**src/rtl/nibble_alu_sequencer.sv**
```systemverilog
// Request/response sequencer for the nibble-serial ALU loop: decodes one operation,
// runs the loop under a watchdog, then returns the size-masked result and flags.
// loop_cmd packs {b_inv, cmd[1:0]}; cmd 0=ADD, 1=RSHFT, 2=XNOR.
module nibble_alu_sequencer #(
  parameter int unsigned TIMEOUT_CYCLES = 20
) (
  input  logic        clk,
  input  logic        rst,
  input  logic        req_valid,
  output logic        req_ready,
  input  logic [2:0]  req_op,
  input  logic [1:0]  req_size,
  input  logic        req_signed,
  input  logic [31:0] req_a,
  input  logic [31:0] req_b,
  output logic        rsp_valid,
  input  logic        rsp_ready,
  output logic [31:0] rsp_result,
  output logic        rsp_carry,
  output logic        rsp_zero,
  output logic        rsp_eq,
  output logic        rsp_error,
  output logic        loop_perm,
  output logic [2:0]  loop_cmd,
  output logic [2:0]  loop_nibbles,
  output logic        loop_check_0xf,
  output logic        loop_w2_neg,
  output logic [31:0] loop_word1,
  output logic [31:0] loop_word2,
  output logic [31:0] loop_preinit,
  output logic        loop_carry_init,
  input  logic        loop_carry,
  input  logic        loop_busy,
  input  logic [31:0] loop_result
);

  localparam int unsigned WD_W = $clog2(TIMEOUT_CYCLES + 1);

  localparam logic [2:0] OP_ADD   = 3'd0;
  localparam logic [2:0] OP_SUB   = 3'd1;
  localparam logic [2:0] OP_RSHFT = 3'd2;
  localparam logic [2:0] OP_EQ    = 3'd3;

  localparam logic [1:0] CMD_ADD   = 2'd0;
  localparam logic [1:0] CMD_RSHFT = 2'd1;
  localparam logic [1:0] CMD_XNOR  = 2'd2;

  typedef enum logic [1:0] {S_IDLE, S_SETUP, S_RUN, S_RESP} state_t;

  state_t r_state;
  state_t w_next;

  logic [WD_W-1:0] r_wdog;
  logic            r_started;
  logic            r_is_eq;
  logic [31:0]     r_mask;
  logic [2:0]      r_cmd;
  logic [2:0]      r_nibbles;
  logic            r_check_0xf;
  logic            r_w2_neg;
  logic [31:0]     r_word1;
  logic [31:0]     r_word2;
  logic [31:0]     r_preinit;
  logic            r_carry_init;

  logic [31:0]     r_rsp_result;
  logic            r_rsp_carry;
  logic            r_rsp_zero;
  logic            r_rsp_eq;
  logic            r_rsp_error;

  logic [31:0]     w_dec_mask;
  logic [2:0]      w_dec_nib;
  logic            w_dec_sign;
  logic [2:0]      w_dec_cmd;
  logic            w_dec_cin;
  logic            w_dec_chk;
  logic            w_dec_w2neg;
  logic [31:0]     w_dec_pre;
  logic            w_reserved;

  logic            w_accept;
  logic            w_first;
  logic            w_capture;
  logic            w_timeout;
  logic [31:0]     w_masked;

  // Request decode into loop controls
  always_comb begin
    w_dec_mask  = '0;
    w_dec_nib   = '0;
    w_dec_sign  = 1'b0;
    w_dec_cmd   = '0;
    w_dec_cin   = 1'b0;
    w_dec_chk   = 1'b0;
    w_dec_w2neg = 1'b0;
    w_dec_pre   = '0;
    case (req_size)
      2'd0: begin w_dec_mask = 32'h0000_00FF; w_dec_nib = 3'd1; w_dec_sign = req_b[7];  end
      2'd1: begin w_dec_mask = 32'h0000_FFFF; w_dec_nib = 3'd3; w_dec_sign = req_b[15]; end
      2'd2: begin w_dec_mask = 32'hFFFF_FFFF; w_dec_nib = 3'd7; w_dec_sign = req_b[31]; end
      default: ;
    endcase
    case (req_op)
      OP_ADD: begin
        w_dec_cmd   = {1'b0, CMD_ADD};
        w_dec_pre   = req_a;
        w_dec_w2neg = req_signed && w_dec_sign;
      end
      OP_SUB: begin
        w_dec_cmd = {1'b1, CMD_ADD};
        w_dec_cin = 1'b1;
        w_dec_pre = req_a;
      end
      OP_RSHFT: w_dec_cmd = {1'b0, CMD_RSHFT};
      OP_EQ: begin
        w_dec_cmd = {1'b0, CMD_XNOR};
        w_dec_cin = 1'b1;
        w_dec_chk = 1'b1;
      end
      default: ;
    endcase
    w_reserved = (req_op > OP_EQ) || (req_size == 2'd3);
  end

  // Busy is ignored on the first RUN cycle since the loop raises it combinationally
  always_comb begin
    w_accept  = (r_state == S_IDLE) && req_valid;
    w_first   = (r_wdog == '0);
    w_capture = (r_state == S_RUN) && !w_first && !loop_busy;
    w_timeout = (r_state == S_RUN) && !w_capture &&
                (r_wdog == WD_W'(TIMEOUT_CYCLES - 1));
    w_masked  = loop_result & r_mask;

    w_next    = r_state;
    req_ready = 1'b0;
    rsp_valid = 1'b0;
    loop_perm = 1'b0;
    case (r_state)
      S_IDLE: begin
        req_ready = 1'b1;
        if (req_valid) w_next = w_reserved ? S_RESP : S_SETUP;
      end
      S_SETUP: w_next = S_RUN;
      S_RUN: begin
        loop_perm = 1'b1;
        if (w_capture || w_timeout) w_next = S_RESP;
      end
      S_RESP: begin
        rsp_valid = 1'b1;
        loop_perm = r_started;
        if (rsp_ready) w_next = S_IDLE;
      end
      default: w_next = S_IDLE;
    endcase
  end

  always_ff @(posedge clk or posedge rst) begin
    if (rst) begin
      r_state <= S_IDLE;
      r_wdog  <= '0;
    end else begin
      r_state <= w_next;
      if (r_state == S_RUN) r_wdog <= r_wdog + WD_W'(1);
      else                  r_wdog <= '0;
    end
  end

  always_ff @(posedge clk or posedge rst) begin
    if (rst) begin
      r_started    <= 1'b0;
      r_is_eq      <= 1'b0;
      r_mask       <= '0;
      r_cmd        <= '0;
      r_nibbles    <= '0;
      r_check_0xf  <= 1'b0;
      r_w2_neg     <= 1'b0;
      r_word1      <= '0;
      r_word2      <= '0;
      r_preinit    <= '0;
      r_carry_init <= 1'b0;
    end else if (w_accept) begin
      r_started    <= !w_reserved;
      r_is_eq      <= (req_op == OP_EQ);
      r_mask       <= w_dec_mask;
      r_cmd        <= w_dec_cmd;
      r_nibbles    <= w_dec_nib;
      r_check_0xf  <= w_dec_chk;
      r_w2_neg     <= w_dec_w2neg;
      r_word1      <= req_a;
      r_word2      <= req_b;
      r_preinit    <= w_dec_pre;
      r_carry_init <= w_dec_cin;
    end
  end

  always_ff @(posedge clk or posedge rst) begin
    if (rst) begin
      r_rsp_result <= '0;
      r_rsp_carry  <= 1'b0;
      r_rsp_zero   <= 1'b0;
      r_rsp_eq     <= 1'b0;
      r_rsp_error  <= 1'b0;
    end else if ((w_accept && w_reserved) || w_timeout) begin
      r_rsp_result <= '0;
      r_rsp_carry  <= 1'b0;
      r_rsp_zero   <= 1'b0;
      r_rsp_eq     <= 1'b0;
      r_rsp_error  <= 1'b1;
    end else if (w_capture) begin
      r_rsp_error <= 1'b0;
      if (r_is_eq) begin
        r_rsp_result <= '0;
        r_rsp_carry  <= 1'b0;
        r_rsp_zero   <= 1'b0;
        r_rsp_eq     <= loop_carry;
      end else begin
        r_rsp_result <= w_masked;
        r_rsp_carry  <= loop_carry;
        r_rsp_zero   <= (w_masked == '0);
        r_rsp_eq     <= 1'b0;
      end
    end
  end

  assign rsp_result      = r_rsp_result;
  assign rsp_carry       = r_rsp_carry;
  assign rsp_zero        = r_rsp_zero;
  assign rsp_eq          = r_rsp_eq;
  assign rsp_error       = r_rsp_error;
  assign loop_cmd        = r_cmd;
  assign loop_nibbles    = r_nibbles;
  assign loop_check_0xf  = r_check_0xf;
  assign loop_w2_neg     = r_w2_neg;
  assign loop_word1      = r_word1;
  assign loop_word2      = r_word2;
  assign loop_preinit    = r_preinit;
  assign loop_carry_init = r_carry_init;

endmodule
```
**config.mk**
```make
export PLATFORM = sky130hd
export DESIGN_NAME = nibble_alu_sequencer
export DESIGN_NICKNAME = d
export VERILOG_FILES = /design/src/rtl/nibble_alu_sequencer.sv
export SDC_FILE = /design/constraint.sdc
export NUM_CORES = 1
export LEC_CHECK = 0
export CAP_MARGIN = 20
export CORE_ASPECT_RATIO = 1.5
export CORE_MARGIN = 10
export CORE_UTILIZATION = 44
export CTS_BUF_LIST = sky130_fd_sc_hd__clkbuf_8
export DETAILED_ROUTE_END_ITERATION = 7
export GPL_TIMING_DRIVEN = 1
export MAX_ROUTING_LAYER = met4
export PLACE_DENSITY = 0.85
export SYNTH_ARGS = -nofsm -noshare
export SYNTH_HDL_FRONTEND = slang
export SYNTH_SLANG_ARGS = --single-unit
```
**constraint.sdc**
```tcl
create_clock -name clk -period 5.46 [get_ports clk]
set_clock_uncertainty 0.15 [all_clocks]
set_input_delay 0.546 -clock clk [delete_from_list [all_inputs] [get_ports clk]]
set_output_delay 0.546 -clock clk [all_outputs]
set_load 0.02 [all_outputs]
```
== Yosys cells after proc, flatten, opt, wreduce, memory -nomap -nowiden ==
Cells that the tools add are included.
Word-level totals
  register bits: 182
  output and inout bits: 144
  input port bits: 108
Operators by class
  $add $sub $neg: 1
  $lt $le $gt $ge: 1
  bitwise logic cells: 1
  muxes and demuxes: 31
  reductions and logical operators: 23
  equal/unequal tests: 13
Operators with widths (number)
  2-to-1 mux 32 bit: 4
  case mux 32 bit (3 select lines): 1
  bitwise AND 32 bit: 1
  zero test 32 bit: 1
  case mux 3 bit (3 select lines): 2
  2-to-1 mux 1 bit: 16
  == test 2 bit (second input constant): 4
  2-to-1 mux 2 bit: 4
  case mux 2 bit (4 select lines): 1
  logical AND 1 bit: 7
  == test 3 x 2 -> 1 bit (second input constant): 2
  adder 5 x 1 -> 5 bit (second input constant): 1
  == test 5 bit (second input constant): 1
  zero test 5 bit: 1
  2-to-1 mux 5 bit: 1
  == test 2 x 1 -> 1 bit (second input constant): 2
  zero test 1 bit: 4
  zero test 2 bit: 2
  != test 2 bit (second input constant): 2
  OR reduction 2 bit: 2
  == test 3 x 1 -> 1 bit (second input constant): 1
  greater-than comparator 3 x 2 -> 1 bit (second input constant): 1
  zero test 3 bit: 1
  logical OR 1 bit: 3
  5 further kinds: 5

== Depth between registers and ports, before layout ==
  depth after elaboration: 10
  depth in mapped cells: 8
  gate-level depth less buffers: 6

== Worst setup path after synthesis ==
Ideal clock, no wire load.
  path type: reg2reg
  from: register r_state[0]
  to: register r_rsp_result[10], in the netlist rsp_result[10]
  stages on the path, launching flop included: 7
  arrival: 1769 ps
  buffers on the path: 1
  period minus slack after synthesis: 2056 ps
  setup slack: 3404 ps
  path through: dfrtp_1 -> inv_1 -> ha_1 -> nand2_1 -> o22ai_1 -> clkbuf_1 -> a21oi_1
Between the ends
  cells in the longest elaborated chain, start to end: 8
RTL lines
  start, declared: RTL line 50  | state_t r_state;
  start signal, assigned: RTL line 163  | r_state <= w_next;
  == test 2 bit: RTL line 130, 131
  logical AND 1 bit (2 in series): RTL line 130  | w_capture = (r_state == S_RUN) && !w_first && !loop_busy;
  zero test 1 bit: RTL line 131  | w_timeout = (r_state == S_RUN) && !w_capture &&
  logical AND 1 bit (2 in series): RTL line 131
  logical OR 1 bit: RTL line 204  | end else if ((w_accept && w_reserved) || w_timeout) begin
  2-to-1 mux 32 bit / nonzero test 2 bit (equally long branches)
  end signal, assigned: RTL line 218  | r_rsp_result <= w_masked;
  end, declared: RTL line 66  | logic [31:0] r_rsp_result;
Several ways; a longest one is shown, not always the timed one.
A chain may end at the register's enable or synchronous reset.

== Final worst setup path ==
  from: register r_state[1]
  to: register r_preinit[2], in the netlist loop_preinit[2]
Between the ends
  cells in the longest elaborated chain, start to end: 2
RTL lines
  zero test 2 bit: RTL line 128  | w_accept = (r_state == S_IDLE) && req_valid;
  logical AND 1 bit: RTL line 128
  end signal, assigned: RTL line 192  | r_preinit <= w_dec_pre;
  end, declared: RTL line 63  | logic [31:0] r_preinit;
No other way between the ends.

==> impl_metrics.json <==
{
  "report.final.slew_viol_count": 0,
  "wl_per_cell_um": 20.7,
  "combPwrFrac": 0.499,
  "design_area_um2": 9050,
  "setup_slack_ps": 2690,
  "hp-start": "loop_carry_init",
  "rr_worst_depth": 7,
  "synth.avg_cell_area_um2": 13.1,
  "cp-start-kind": "register",
  "postCtsSetupRepairBufs": 0,
  "first_iter_violations": 207,
  "cp-end-kind": "register",
  "crit_arrival_ps": 2940,
  "p_clk_frac": 0.152,
  "dr_wl_met3_mm": 1.54,
  "critPathMostFrequentCell": "buf_4",
  "reg2reg_to": "loop_preinit[2]",
  "io_pins": 252,
  "crit_fanout": 76,
  "p_per_area_nw_per_um2": 594,
  "seq_area_frac_synth": 0.614,
  "initial_core_util": 0.449,
  "ant_nets": 0,
  "hold_buffers": 0,
  "drive_gt1_frac": 0.177,
  "finalWirelength_mm": 18.3,
  "setup_viol": 0,
  "die_height_um": 164,
  "io_buffers": 251,
  "grt_pass1_vias": 5257,
  "path_clk_slew_ps": 80,
  "fp-row-count": 52,
  "top_layer_used": "met4",
  "crit_path_cell_trace": "inv_1 > ha_1 > nand2_4 > buf_4 > nor3_2 > buf_4 > a22o_1",
  "cp_slowest_stage_delay_ps": 740,
  "yosysWarnings": 0,
  "firstDrtPassIters": 4,
  "yosysTopAreaCell": "dfrtp_1",
  "power.leakage_nw": 3.87,
  "critical_path.slowest_cell": "buf_4",
  "syn_inst": 464,
  "nNetsFinal": 826,
  "min_period_ps": 2770,
  "netlist_area_um2": 6070,
  "place_congestion": 0.827,
  "num_antenna_cells": 0,
  "clkSinkCount": 149,
  "synth_fp_nets": 581,
  "dp_slack_ps": 2360,
  "cts_tree": "built",
  "grt_pass1_wl_mm": 28.0,
  "numCtsBuffers": 17,
  "cts_resized": 0,
  "synth_seq_cells": 149,
  "finalCritPeriodShare": 0.508,
  "min_path_cells": 1,
  "hold_slack_ps": 342,
  "relSlewSlack": 0.319,
  "critical_path_class": "register to register",
  "hp-class": "register to register",
  "clkLatencyLatePin_ps": 430,
  "hold_viol": 0,
  "drc_errors": 0,
  "maxCapViolCount": 0,
  "p_sw_frac": 0.385,
  "num_vias": 4677,
  "dpl_cell_area_um2": 8670,
  "cts-root-buf": "clkbuf_8",
  "ir_drop_mv": 0.388,
  "worst-path-buf-inv": 3,
  "crit_required_ps": 5630,
  "reg2reg_slack_ps": 2690,
  "grt_overflow": 0,
  "cts_max_level": 4,
  "finalPower_mw": 5.38,
  "synth_top_area_share": 0.614,
  "wl_met1_mm": 6.61,
  "fmax_mhz": 361,
  "whs_endpoint": "loop_carry_init",
  "tightestPinTransition_ps": 1020,
  "die-area_um2": 19000,
  "p_seq_frac": 0.349,
  "grt_max_degree": 107,
  "worstReg2RegStart": "r_state[1]",
  "die_x_um": 116,
  "rsz0062_at_grt": "no",
  "avgViaCountPerCell": 5.29,
  "synthTopCellsByArea": "dfrtp_1, mux2_2, a22o_1",
  "outcome": "completed",
  "area_growth_pct": 49.0,
  "core_area_um2": 13500,
  "intPower_mw": 3.31,
  "crit_family": "buffers and inverters",
  "ys_types": 43,
  "clockBufferDepth": 2,
  "grt_antenna_before_repair": 0,
  "grt_usage": 0.195,
  "setup-tns-final_ps": 0,
  "dr_wl_met2_mm": 9.96,
  "dp_hpwl_mm": 14.1,
  "p_sw_mw": 2.07
}
==> synthesized netlist by cell type (all sizes together) <==
| cell type | instances |
|---|---|
| mux2 | 68 |
| nand3 | 36 |
| ha | 9 |
| a22o | 33 |
| nand4bb | 1 |
| nor4 | 5 |
| nand2 | 46 |
| nor2 | 6 |
| or4 | 2 |
| nor3b | 1 |
| clkbuf | 10 |
| dfrtp | 149 |
| or4b | 1 |
| o21ai | 4 |
| a31o | 1 |
| mux2i | 1 |
| nor3 | 1 |
| nor2b | 4 |
| a21oi | 35 |
| inv | 9 |
| nand4 | 1 |
| o22ai | 2 |
| nand4b | 1 |
| buf | 20 |
| o31ai | 1 |
| o32ai | 1 |
| a21boi | 1 |
| and2 | 4 |
| a21o | 4 |
| a222oi | 1 |
| nand3b | 2 |
| xor2 | 1 |
| xnor2 | 2 |
| and3b | 1 |
==> final cells by class <==
class                           count  area (um2)
Multi-Input combinational cell    276        2150
Fill cell                        1002        4480
Timing Repair Buffer              256        2550
Clock buffer                       19         262
Inverter                            9        38.8
Sequential cell                   149        3730
Clock inverter                     13         123
Tap cell                          162         203
==> cells in the final DEF (no fill, tap or decap), types with 9 or more instances in the layout <==
cell and count:
clkbuf_8 19, dfrtp_1 149, a21oi_1 29, inv_1 9
clkdlybuf4s50_1 251, ha_1 9, a22o_1 33, nand2_1 45
mux2_2 67, nand3_2 11, nand3_1 25
==> kinds of logic (layout without fill, tap and decap cells) <==
family	count (synthesis)	after routing	synth area share
compound gates	83	83	0.0974
fa+ha+maj	9	9	0.0185
mux	69	69	0.128
buf+inv	39	297	0.0358
xor+xnor	3	3	0.00433
flops	149	149	0.614
simple gates	112	112	0.102
==> power groups by stage <==
stage | Clock (mW) | Combinational (mW) | Sequential [mW]
after detailed placement | 0 | 2.72 | 1.89
after global placement | 0 | 2.64 | 1.87
after CTS | 0.845 | 2.73 | 1.88
final | 0.817 | 2.68 | 1.88
after global routing | 0.885 | 2.84 | 1.93
after floorplan | 0 | 0.820 | 2.44
==> flip-flops by register name, summed over array words and instances, names as in the netlist <==
signal	cells
rsp_error	1
rsp_zero	1
loop_preinit	32
r_state	2
rsp_eq	1
loop_cmd	3
loop_word2	32
loop_w2_neg	1
loop_word1	32
rsp_carry	1
r_wdog	5
r_is_eq	1
r_mask	3
r_started	1
loop_carry_init	1
rsp_result	32
==> worst max path at each step <==
stage                     from  slack [ps]  cells after the start               end
floorplan                  rst         760                      1   loop_carry_init
global placement     req_valid        2490                      6  loop_preinit[12]
detailed placement   req_valid        2360                      6  loop_preinit[24]
CTS                 r_state[1]        2630                      7   loop_preinit[2]
global route        r_state[1]        2480                      7   loop_preinit[2]
finish              r_state[1]        2690                      7   loop_preinit[2]
==> worst reg2reg max path, cell delays in order, from the launching register on <==
cell and delay, ps:
dfrtp_1 410, inv_1 70, ha_1 280, nand2_4 400, buf_4 750, nor3_2 80, buf_4 270, a22o_1 260
==> metal layers <==
layer / vias to the layer above / track usage
li1: 2136 / -
met1: 2343 / 0.198
met2: 183 / 0.341
met3: 15 / 0.0723
met4: 0 / 0.0559
met5: - / -
==> metrics by stage <==
stage / util / cells
final: 0.669 / 884
after global routing: 0.669 / 884
after detailed placement: 0.640 / 852
after floorplan: - / 464
after CTS: 0.669 / 884
after global placement: 0.640 / 852
Note: power is estimated with default switching activity, not from simulation.
